File: src/rtl/vpu_pkg.sv
// Shared VPU sprite types: OAM entry layout, evaluator state encoding and size decode.
package vpu_pkg;

  typedef struct packed {
    logic [7:0]  flag;
    logic [1:0]  palInfo_mode;
    logic [1:0]  palInfo_bank;
    logic [3:0]  palInfo_no;
    logic [3:0]  tileIdx;
    logic [5:0]  tileNo;
    logic [1:0]  tileSize;
    logic [3:0]  _reserved2;
    logic [15:0] x;
    logic [15:0] y;
  } sprite_t;

  typedef enum logic [1:0] {
    EVAL_IDLE,
    EVAL_SCAN,
    EVAL_DRAIN,
    EVAL_DONE
  } eval_state_t;

  // 0->8, 1->16, 2->32, 3->64 pixels
  function automatic logic [6:0] tile_size_px(input logic [1:0] tile_size);
    return 7'd8 << tile_size;
  endfunction

endpackage

File: src/rtl/vpu_sprite_eval_if.sv
// OAM read port, slot-list write port and line control/status of the sprite evaluator.
interface vpu_sprite_eval_if #(
  parameter int NUM_SPRITES  = 64,
  parameter int MAX_PER_LINE = 8
);
  import vpu_pkg::*;

  localparam int IDX_W  = $clog2(NUM_SPRITES);
  localparam int SLOT_W = $clog2(MAX_PER_LINE);

  logic              line_start;
  logic [8:0]        next_y;
  logic              oam_rd_en;
  logic [IDX_W-1:0]  oam_addr;
  sprite_t           oam_rd_data;
  logic              slot_wr_en;
  logic [SLOT_W-1:0] slot_idx;
  logic [IDX_W-1:0]  slot_sprite;
  logic [5:0]        slot_row;
  logic              busy;
  logic              list_valid;
  logic [SLOT_W:0]   list_count;
  logic              overflow;

  modport master (
    input  line_start, next_y, oam_rd_data,
    output oam_rd_en, oam_addr, slot_wr_en, slot_idx, slot_sprite, slot_row,
           busy, list_valid, list_count, overflow
  );

  modport slave (
    output line_start, next_y, oam_rd_data,
    input  oam_rd_en, oam_addr, slot_wr_en, slot_idx, slot_sprite, slot_row,
           busy, list_valid, list_count, overflow
  );

endinterface

File: src/rtl/vpu_sprite_hit.sv
// Combinational vertical hit test of one sprite against a scanline, plus row within the sprite.
module vpu_sprite_hit
  import vpu_pkg::*;
(
  input  sprite_t    spr_i,
  input  logic [8:0] line_y_i,
  output logic       hit_o,
  output logic [5:0] row_o
);

  logic [16:0] line_y;
  logic [16:0] spr_top;
  logic [16:0] spr_end;

  // 17-bit sums so a sprite near y=0xFFFF can never wrap onto low lines
  assign line_y  = {8'd0, line_y_i};
  assign spr_top = {1'b0, spr_i.y};
  assign spr_end = spr_top + {10'd0, tile_size_px(spr_i.tileSize)};

  assign hit_o = spr_i.flag[0] && (spr_top <= line_y) && (line_y < spr_end);
  assign row_o = line_y_i[5:0] - spr_i.y[5:0];

  logic unused_fields;
  assign unused_fields = ^{spr_i.flag[7:1], spr_i.palInfo_mode, spr_i.palInfo_bank,
                           spr_i.palInfo_no, spr_i.tileIdx, spr_i.tileNo,
                           spr_i._reserved2, spr_i.x};

endmodule

File: src/rtl/vpu_sprite_eval.sv
// Per-scanline sprite evaluator: scans OAM in index order, one read per cycle, and fills the
// slot list with up to MAX_PER_LINE hits; list_valid NUM_SPRITES+2 cycles after line_start.
module vpu_sprite_eval
  import vpu_pkg::*;
#(
  parameter int NUM_SPRITES  = 64,
  parameter int MAX_PER_LINE = 8
) (
  input  logic               clk,
  input  logic               rst_n,
  vpu_sprite_eval_if.master  bus
);

  localparam int IDX_W  = $clog2(NUM_SPRITES);
  localparam int SLOT_W = $clog2(MAX_PER_LINE);
  localparam int CNT_W  = SLOT_W + 1;

  eval_state_t      state_q, state_d;
  logic [IDX_W-1:0] addr_q, addr_d;
  logic [IDX_W-1:0] eval_idx_q, eval_idx_d;
  logic             eval_vld_q, eval_vld_d;
  logic [8:0]       y_q, y_d;
  logic [CNT_W-1:0] count_q, count_d;
  logic             ovf_q, ovf_d;

  logic             rd_en;
  logic             wr_en;
  logic             hit;
  logic [5:0]       row;

  vpu_sprite_hit u_hit (
    .spr_i    (bus.oam_rd_data),
    .line_y_i (y_q),
    .hit_o    (hit),
    .row_o    (row)
  );

  assign rd_en = (state_q == EVAL_SCAN);

  always_comb begin
    state_d    = state_q;
    addr_d     = addr_q;
    eval_idx_d = addr_q;
    eval_vld_d = 1'b0;
    y_d        = y_q;
    count_d    = count_q;
    ovf_d      = ovf_q;
    wr_en      = 1'b0;

    if (bus.line_start) begin
      // Restart from any state; data already in flight is dropped via eval_vld
      state_d = EVAL_SCAN;
      addr_d  = '0;
      y_d     = bus.next_y;
      count_d = '0;
      ovf_d   = 1'b0;
    end else begin
      eval_vld_d = rd_en;
      case (state_q)
        EVAL_SCAN: begin
          if (addr_q == IDX_W'(NUM_SPRITES - 1)) state_d = EVAL_DRAIN;
          else                                   addr_d  = addr_q + IDX_W'(1);
        end
        EVAL_DRAIN: state_d = EVAL_DONE;
        default: ;
      endcase

      if (eval_vld_q && hit) begin
        if (count_q < CNT_W'(MAX_PER_LINE)) begin
          wr_en   = 1'b1;
          count_d = count_q + CNT_W'(1);
        end else begin
          ovf_d      = 1'b1;
          state_d    = EVAL_DONE;
          eval_vld_d = 1'b0;
        end
      end
    end
  end

  always_ff @(posedge clk or negedge rst_n) begin
    if (!rst_n) begin
      state_q    <= EVAL_IDLE;
      addr_q     <= '0;
      eval_idx_q <= '0;
      eval_vld_q <= 1'b0;
      y_q        <= '0;
      count_q    <= '0;
      ovf_q      <= 1'b0;
    end else begin
      state_q    <= state_d;
      addr_q     <= addr_d;
      eval_idx_q <= eval_idx_d;
      eval_vld_q <= eval_vld_d;
      y_q        <= y_d;
      count_q    <= count_d;
      ovf_q      <= ovf_d;
    end
  end

  assign bus.oam_rd_en   = rd_en;
  assign bus.oam_addr    = addr_q;
  assign bus.slot_wr_en  = wr_en;
  assign bus.slot_idx    = wr_en ? count_q[SLOT_W-1:0] : '0;
  assign bus.slot_sprite = wr_en ? eval_idx_q : '0;
  assign bus.slot_row    = wr_en ? row : '0;
  assign bus.busy        = (state_q == EVAL_SCAN) || (state_q == EVAL_DRAIN);
  assign bus.list_valid  = (state_q == EVAL_DONE);
  assign bus.list_count  = count_q;
  assign bus.overflow    = ovf_q;

endmodule

File: src/flat_wrapper.sv
// flat-port wrapper written by rule: the top's interface ports become plain ports
module vpu_sprite_eval_flat import vpu_pkg::*;
#(
  parameter int NUM_SPRITES  = 64,
  parameter int MAX_PER_LINE = 8
)
  (clk, rst_n, bus_line_start, bus_next_y, bus_oam_rd_data, bus_oam_rd_en, bus_oam_addr, bus_slot_wr_en, bus_slot_idx, bus_slot_sprite, bus_slot_row, bus_busy, bus_list_valid, bus_list_count, bus_overflow);
  vpu_sprite_eval_if #(.NUM_SPRITES(NUM_SPRITES), .MAX_PER_LINE(MAX_PER_LINE)) bus_i ();
  input  logic clk;
  input  logic rst_n;
  input wire logic [$bits(bus_i.line_start)-1:0] bus_line_start;
  input wire logic [$bits(bus_i.next_y)-1:0] bus_next_y;
  input wire logic [$bits(bus_i.oam_rd_data)-1:0] bus_oam_rd_data;
  output wire logic [$bits(bus_i.oam_rd_en)-1:0] bus_oam_rd_en;
  output wire logic [$bits(bus_i.oam_addr)-1:0] bus_oam_addr;
  output wire logic [$bits(bus_i.slot_wr_en)-1:0] bus_slot_wr_en;
  output wire logic [$bits(bus_i.slot_idx)-1:0] bus_slot_idx;
  output wire logic [$bits(bus_i.slot_sprite)-1:0] bus_slot_sprite;
  output wire logic [$bits(bus_i.slot_row)-1:0] bus_slot_row;
  output wire logic [$bits(bus_i.busy)-1:0] bus_busy;
  output wire logic [$bits(bus_i.list_valid)-1:0] bus_list_valid;
  output wire logic [$bits(bus_i.list_count)-1:0] bus_list_count;
  output wire logic [$bits(bus_i.overflow)-1:0] bus_overflow;
  assign bus_i.line_start = bus_line_start;
  assign bus_i.next_y = bus_next_y;
  assign bus_i.oam_rd_data = bus_oam_rd_data;
  assign bus_oam_rd_en = bus_i.oam_rd_en;
  assign bus_oam_addr = bus_i.oam_addr;
  assign bus_slot_wr_en = bus_i.slot_wr_en;
  assign bus_slot_idx = bus_i.slot_idx;
  assign bus_slot_sprite = bus_i.slot_sprite;
  assign bus_slot_row = bus_i.slot_row;
  assign bus_busy = bus_i.busy;
  assign bus_list_valid = bus_i.list_valid;
  assign bus_list_count = bus_i.list_count;
  assign bus_overflow = bus_i.overflow;
  vpu_sprite_eval #(.NUM_SPRITES(NUM_SPRITES), .MAX_PER_LINE(MAX_PER_LINE)) u_core (.clk(clk), .rst_n(rst_n), .bus(bus_i));
endmodule
File: config.mk
export PLATFORM = sky130hd
export DESIGN_NAME = vpu_sprite_eval_flat
export DESIGN_NICKNAME = d
export VERILOG_FILES = /design/src/rtl/vpu_pkg.sv /design/src/rtl/vpu_sprite_eval_if.sv /design/src/rtl/vpu_sprite_hit.sv /design/src/rtl/vpu_sprite_eval.sv /design/src/flat_wrapper.sv
export SDC_FILE = /design/constraint.sdc
export NUM_CORES = 1
export LEC_CHECK = 0
export ABC_AREA = 0
export BUFFER_PORTS_ARGS = -buffer_cell sky130_fd_sc_hd__clkbuf_2
export CAP_MARGIN = 20
export CORE_ASPECT_RATIO = 0.75
export CORE_MARGIN = 4
export CORE_UTILIZATION = 35
export CTS_BUF_LIST = sky130_fd_sc_hd__clkbuf_2 sky130_fd_sc_hd__clkbuf_4 sky130_fd_sc_hd__clkbuf_8
export CTS_CLUSTER_DIAMETER = 150
export DETAILED_ROUTE_END_ITERATION = 8
export PLACE_DENSITY = 0.6
export SLEW_MARGIN = 25
export SYNTH_ARGS = -nofsm -noshare
export SYNTH_HDL_FRONTEND = slang
export SYNTH_SLANG_ARGS = --single-unit
File: constraint.sdc
create_clock -name clk -period 9.9 [get_ports clk]
set_clock_uncertainty 0.1 [all_clocks]
set_input_delay 1.98 -clock clk [delete_from_list [all_inputs] [get_ports clk]]
set_output_delay 1.98 -clock clk [all_outputs]
set_load 0.1 [all_outputs]
==> results by group <==
Logic synthesis
  • Netlist Area Pre-Place: ~2300 sq um
  • Post-synthesis sequential area ratio: 0.319
  • Mean post-synth cell area: ~9 sq um
  • Yosys reg bits: 29
  • Mapped Cells: approximately 250
  • Post-synth EDFFs: 0
  • YS warnings: 0
  • Post-synth net total: 360
  • Post-synthesis cell type count: 48
  • Ys async rst share: 1.00
  • Synth Flop Type: dfrtp_1

Placement
  • DP HPWL: approximately 4400 um
  • Pre-CTS setup slack: roughly 2.5 ns
  • GPL Wtd Cong: 0.812
  • Port bufs: 60

Floorplan
  • Die Y: between 70 and 80 um
  • Die width: 101 um
  • Num rows: 25
  • DIE AREA: between 7000 and 8000 sq um
  • Core area: roughly 6300 sq um
  • Initial Util: 0.360
  • IO Count: 106

Worst hold path
  • Hold endpoint: u_core.eval_idx_q[1]
  • Hold path start: u_core.bus.oam_addr[1]
  • WHS Path Cells: 0
  • Worst Hold Class: register to register

Setup path
  • Worst path top cell family by delay: compound AO/OA/AOI/OAI gates
  • CP Capture Type: output pin
  • CP max stage delay: 0.45 ns
  • Cells on worst reg2reg path: 7
  • R2R Setup Slk: about 7.4 ns
  • Required @ worst endpoint: 7.82 ns
  • R2R Path End: u_core.bus.list_count[0]
  • Startpoint Class: input port
  • Max FO, Critical Path: 14
  • CP max-delay cell: o2111a_1
  • Worst-path cell chain: clkbuf_2 > nor2_1 > ha_1 > fa_1 > nand2_1 > nand2_1 > a21oi_1 > xnor2_1 > ha_1 > nor3_1 > o211ai_1 > o221ai_1 > a211o_1 > o2111a_1 > and2_1 > clkbuf_2
  • Critical path class: input port to output pin
  • Crit path DAT: 5.30 ns
  • Crit path buf inv count: 2
  • RR Startpoint: u_core.y_q[6]

Pwr
  • Power Density: about 130 nW/um^2
  • Pwr Total: 0.000348 W
  • LEAKAGE: between 1 and 1.5 nW
  • Maximum VDD drop: 0.0000532 V

Detailed routing
  • Routed wire length per instance: 13.7 um
  • Drt first-iter violations: 59
  • Routed Antenna Nets: 0
  • Vias: between 1500 and 2000
  • DR vias/cell: between 4 and 5
  • First drt pass iteration count: 4
  • Wirelength, routed: about 5400 um
  • Number of remaining DRC errors: 0

Global routing
  • Aggregate global-route resource usage: 0.146
  • Vias in the first global route: 1958
  • Largest net degree at the start of global routing: 39
  • M2 GR Usage: 0.220
  • Initial antenna violation count: 0
  • Met1 usage: 0.213
  • Global route overflow: 0
  • First-pass GRT wire length: a little over 9000 um
  • Met3 Usage GRT: 0.0225
  • Global routing's busiest layer: met2

Finish
  • Commonest non-fill, non-tap cell in the layout: clkbuf_2
  • Most frequent cells in the layout: clkbuf_2, inv_1, ha_1, dfrtp_1, nand2_1
  • Area Overhead vs Synth: 20.8%
  • # fillers: approximately 660
  • Share of cells above drive strength 1: 0.241
  • # diodes: 0
  • # nets final: ~420

Clock tree
  • CTS tree: done
  • Worst-skew pair later-pin latency: 0.28 ns
  • Clk buf depth: 2
  • TritonCTS buffer count: 5
  • Clock sinks: 29
  • Total number of H-tree levels: 2
  • Post-cts resize count: 0
  • Worst-path clk slew: 0.06 ns
  • Setup bufs post-CTS: 0
  • CTS root buf: clkbuf_8
  • Hold-fix buffers at CTS: 0

Timing
  • Fin. Hold Viols: 0
  • RSZ-0062 raised after global routing: false
  • # setup viols final: 0
  • Worst setup margin: approximately 2.5 ns
  • Setup TNS: 0 ns
  • Hold Slack: ~0.35 ns
  • Tcrit/Tclk final: 0.746
  • Slew margin rel.: 0.511
  • Min Clock Period, post-route: between 7 and 8 ns
  • Max frequency: between 0.1 and 0.15 GHz
  • Worst Tran Pin Value: approximately 0.73 ns
  • Fin. max-slew vios: 0

Run
  • Max-cap viol count: 0

Outcome
  • Outcome: complete, no violations
-- per-stage QoR --
step           std cells  utilization  cell area [sq um]
2_1_floorplan        253            -               2270
3_3_place_gp         388        0.419               2650
3_5_place_dp         388        0.419               2650
4_1_cts              396        0.435               2750
5_1_grt              396        0.435               2750
6_report             396        0.435               2750
-- sequential cells by signal, indices dropped and copies added (netlist names) --
signal and cells:
u_core.bus.list_count 4, u_core.bus.oam_addr 6, u_core.bus.overflow 1, u_core.eval_idx_q 6, u_core.eval_vld_q 1, u_core.state_q 2
u_core.y_q 9
-- cells by family after synthesis --
| kind of cell | share of synthesized area |
|---|---|
| AO/OA/AOI/OAI | 0.168 |
| XOR/XNOR | 0.0501 |
| adder cells (fa/ha/maj) | 0.177 |
| buffers and inverters | 0.0627 |
| flip-flops | 0.319 |
| multiplexers | 0.0187 |
| AND/OR/NAND/NOR | 0.204 |
-- report_power, final --
group / internal, W / switching (W)
Clock: 0.0000627 / 0.0000444
Sequential: 0.000127 / 0.00000659
Combinational: 0.0000366 / 0.0000705
Total: 0.000227 / 0.000121
-- routing by layer --
layer  vias up  wire (um)  part of all wire
met5         -          0                 0
met4         0         70             0.013
met3         8        218             0.040
met2        33       2370              0.44
met1       910       2740              0.51
li1       1015          -                 -
-- how the worst max path moves through the flow --
stage | from | endpoint | slack (ns) | cells past startpoint
2_1_floorplan | bus_oam_rd_data[37] | bus_slot_row[0] | 1.08 | 13
3_3_place_gp | bus_oam_rd_data[37] | bus_slot_row[3] | 2.53 | 16
3_5_place_dp | bus_oam_rd_data[37] | bus_slot_row[3] | 2.47 | 16
4_1_cts | bus_oam_rd_data[37] | bus_slot_row[3] | 2.48 | 16
5_1_grt | bus_oam_rd_data[37] | bus_slot_row[2] | 2.25 | 16
6_report | bus_oam_rd_data[36] | bus_slot_row[3] | 2.52 | 16
-- final cells by class --
cell class              instances  area [sq um]  share of cell area
clock buffers                   7          96.3              0.0351
multi-input cells             188          1410               0.512
well taps                      81           101              0.0369
inverters                      30           113              0.0410
repair buffers                 60           300               0.109
clock inverters                 1          5.00             0.00182
flip-flops and latches         29           726               0.264
-- synthesized netlist by cell type (2+ instances only) --
cell | count | area [sq um]
nor2_1 | 13 | 48.8
nor3_1 | 3 | 15.0
nand3_1 | 6 | 30.0
nand4_1 | 7 | 43.8
nor2b_1 | 6 | 37.5
clkbuf_1 | 5 | 18.8
dfrtp_1 | 29 | 726
nand2_1 | 17 | 63.8
a21o_1 | 3 | 22.5
o221ai_1 | 2 | 17.5
a31o_2 | 2 | 17.5
xor2_1 | 6 | 52.6
fa_1 | 2 | 40.0
o21ai_0 | 14 | 70.1
inv_1 | 30 | 113
o2111ai_1 | 2 | 17.5
a211oi_1 | 2 | 15.0
nand2b_1 | 2 | 12.5
a21oi_1 | 15 | 75.1
mux2i_1 | 2 | 20.0
o211ai_1 | 2 | 15.0
and3_1 | 6 | 37.5
and2_1 | 16 | 100
ha_1 | 29 | 363
xnor2_1 | 7 | 61.3
a211o_1 | 3 | 26.3
(Power assumes the default switching activity.)
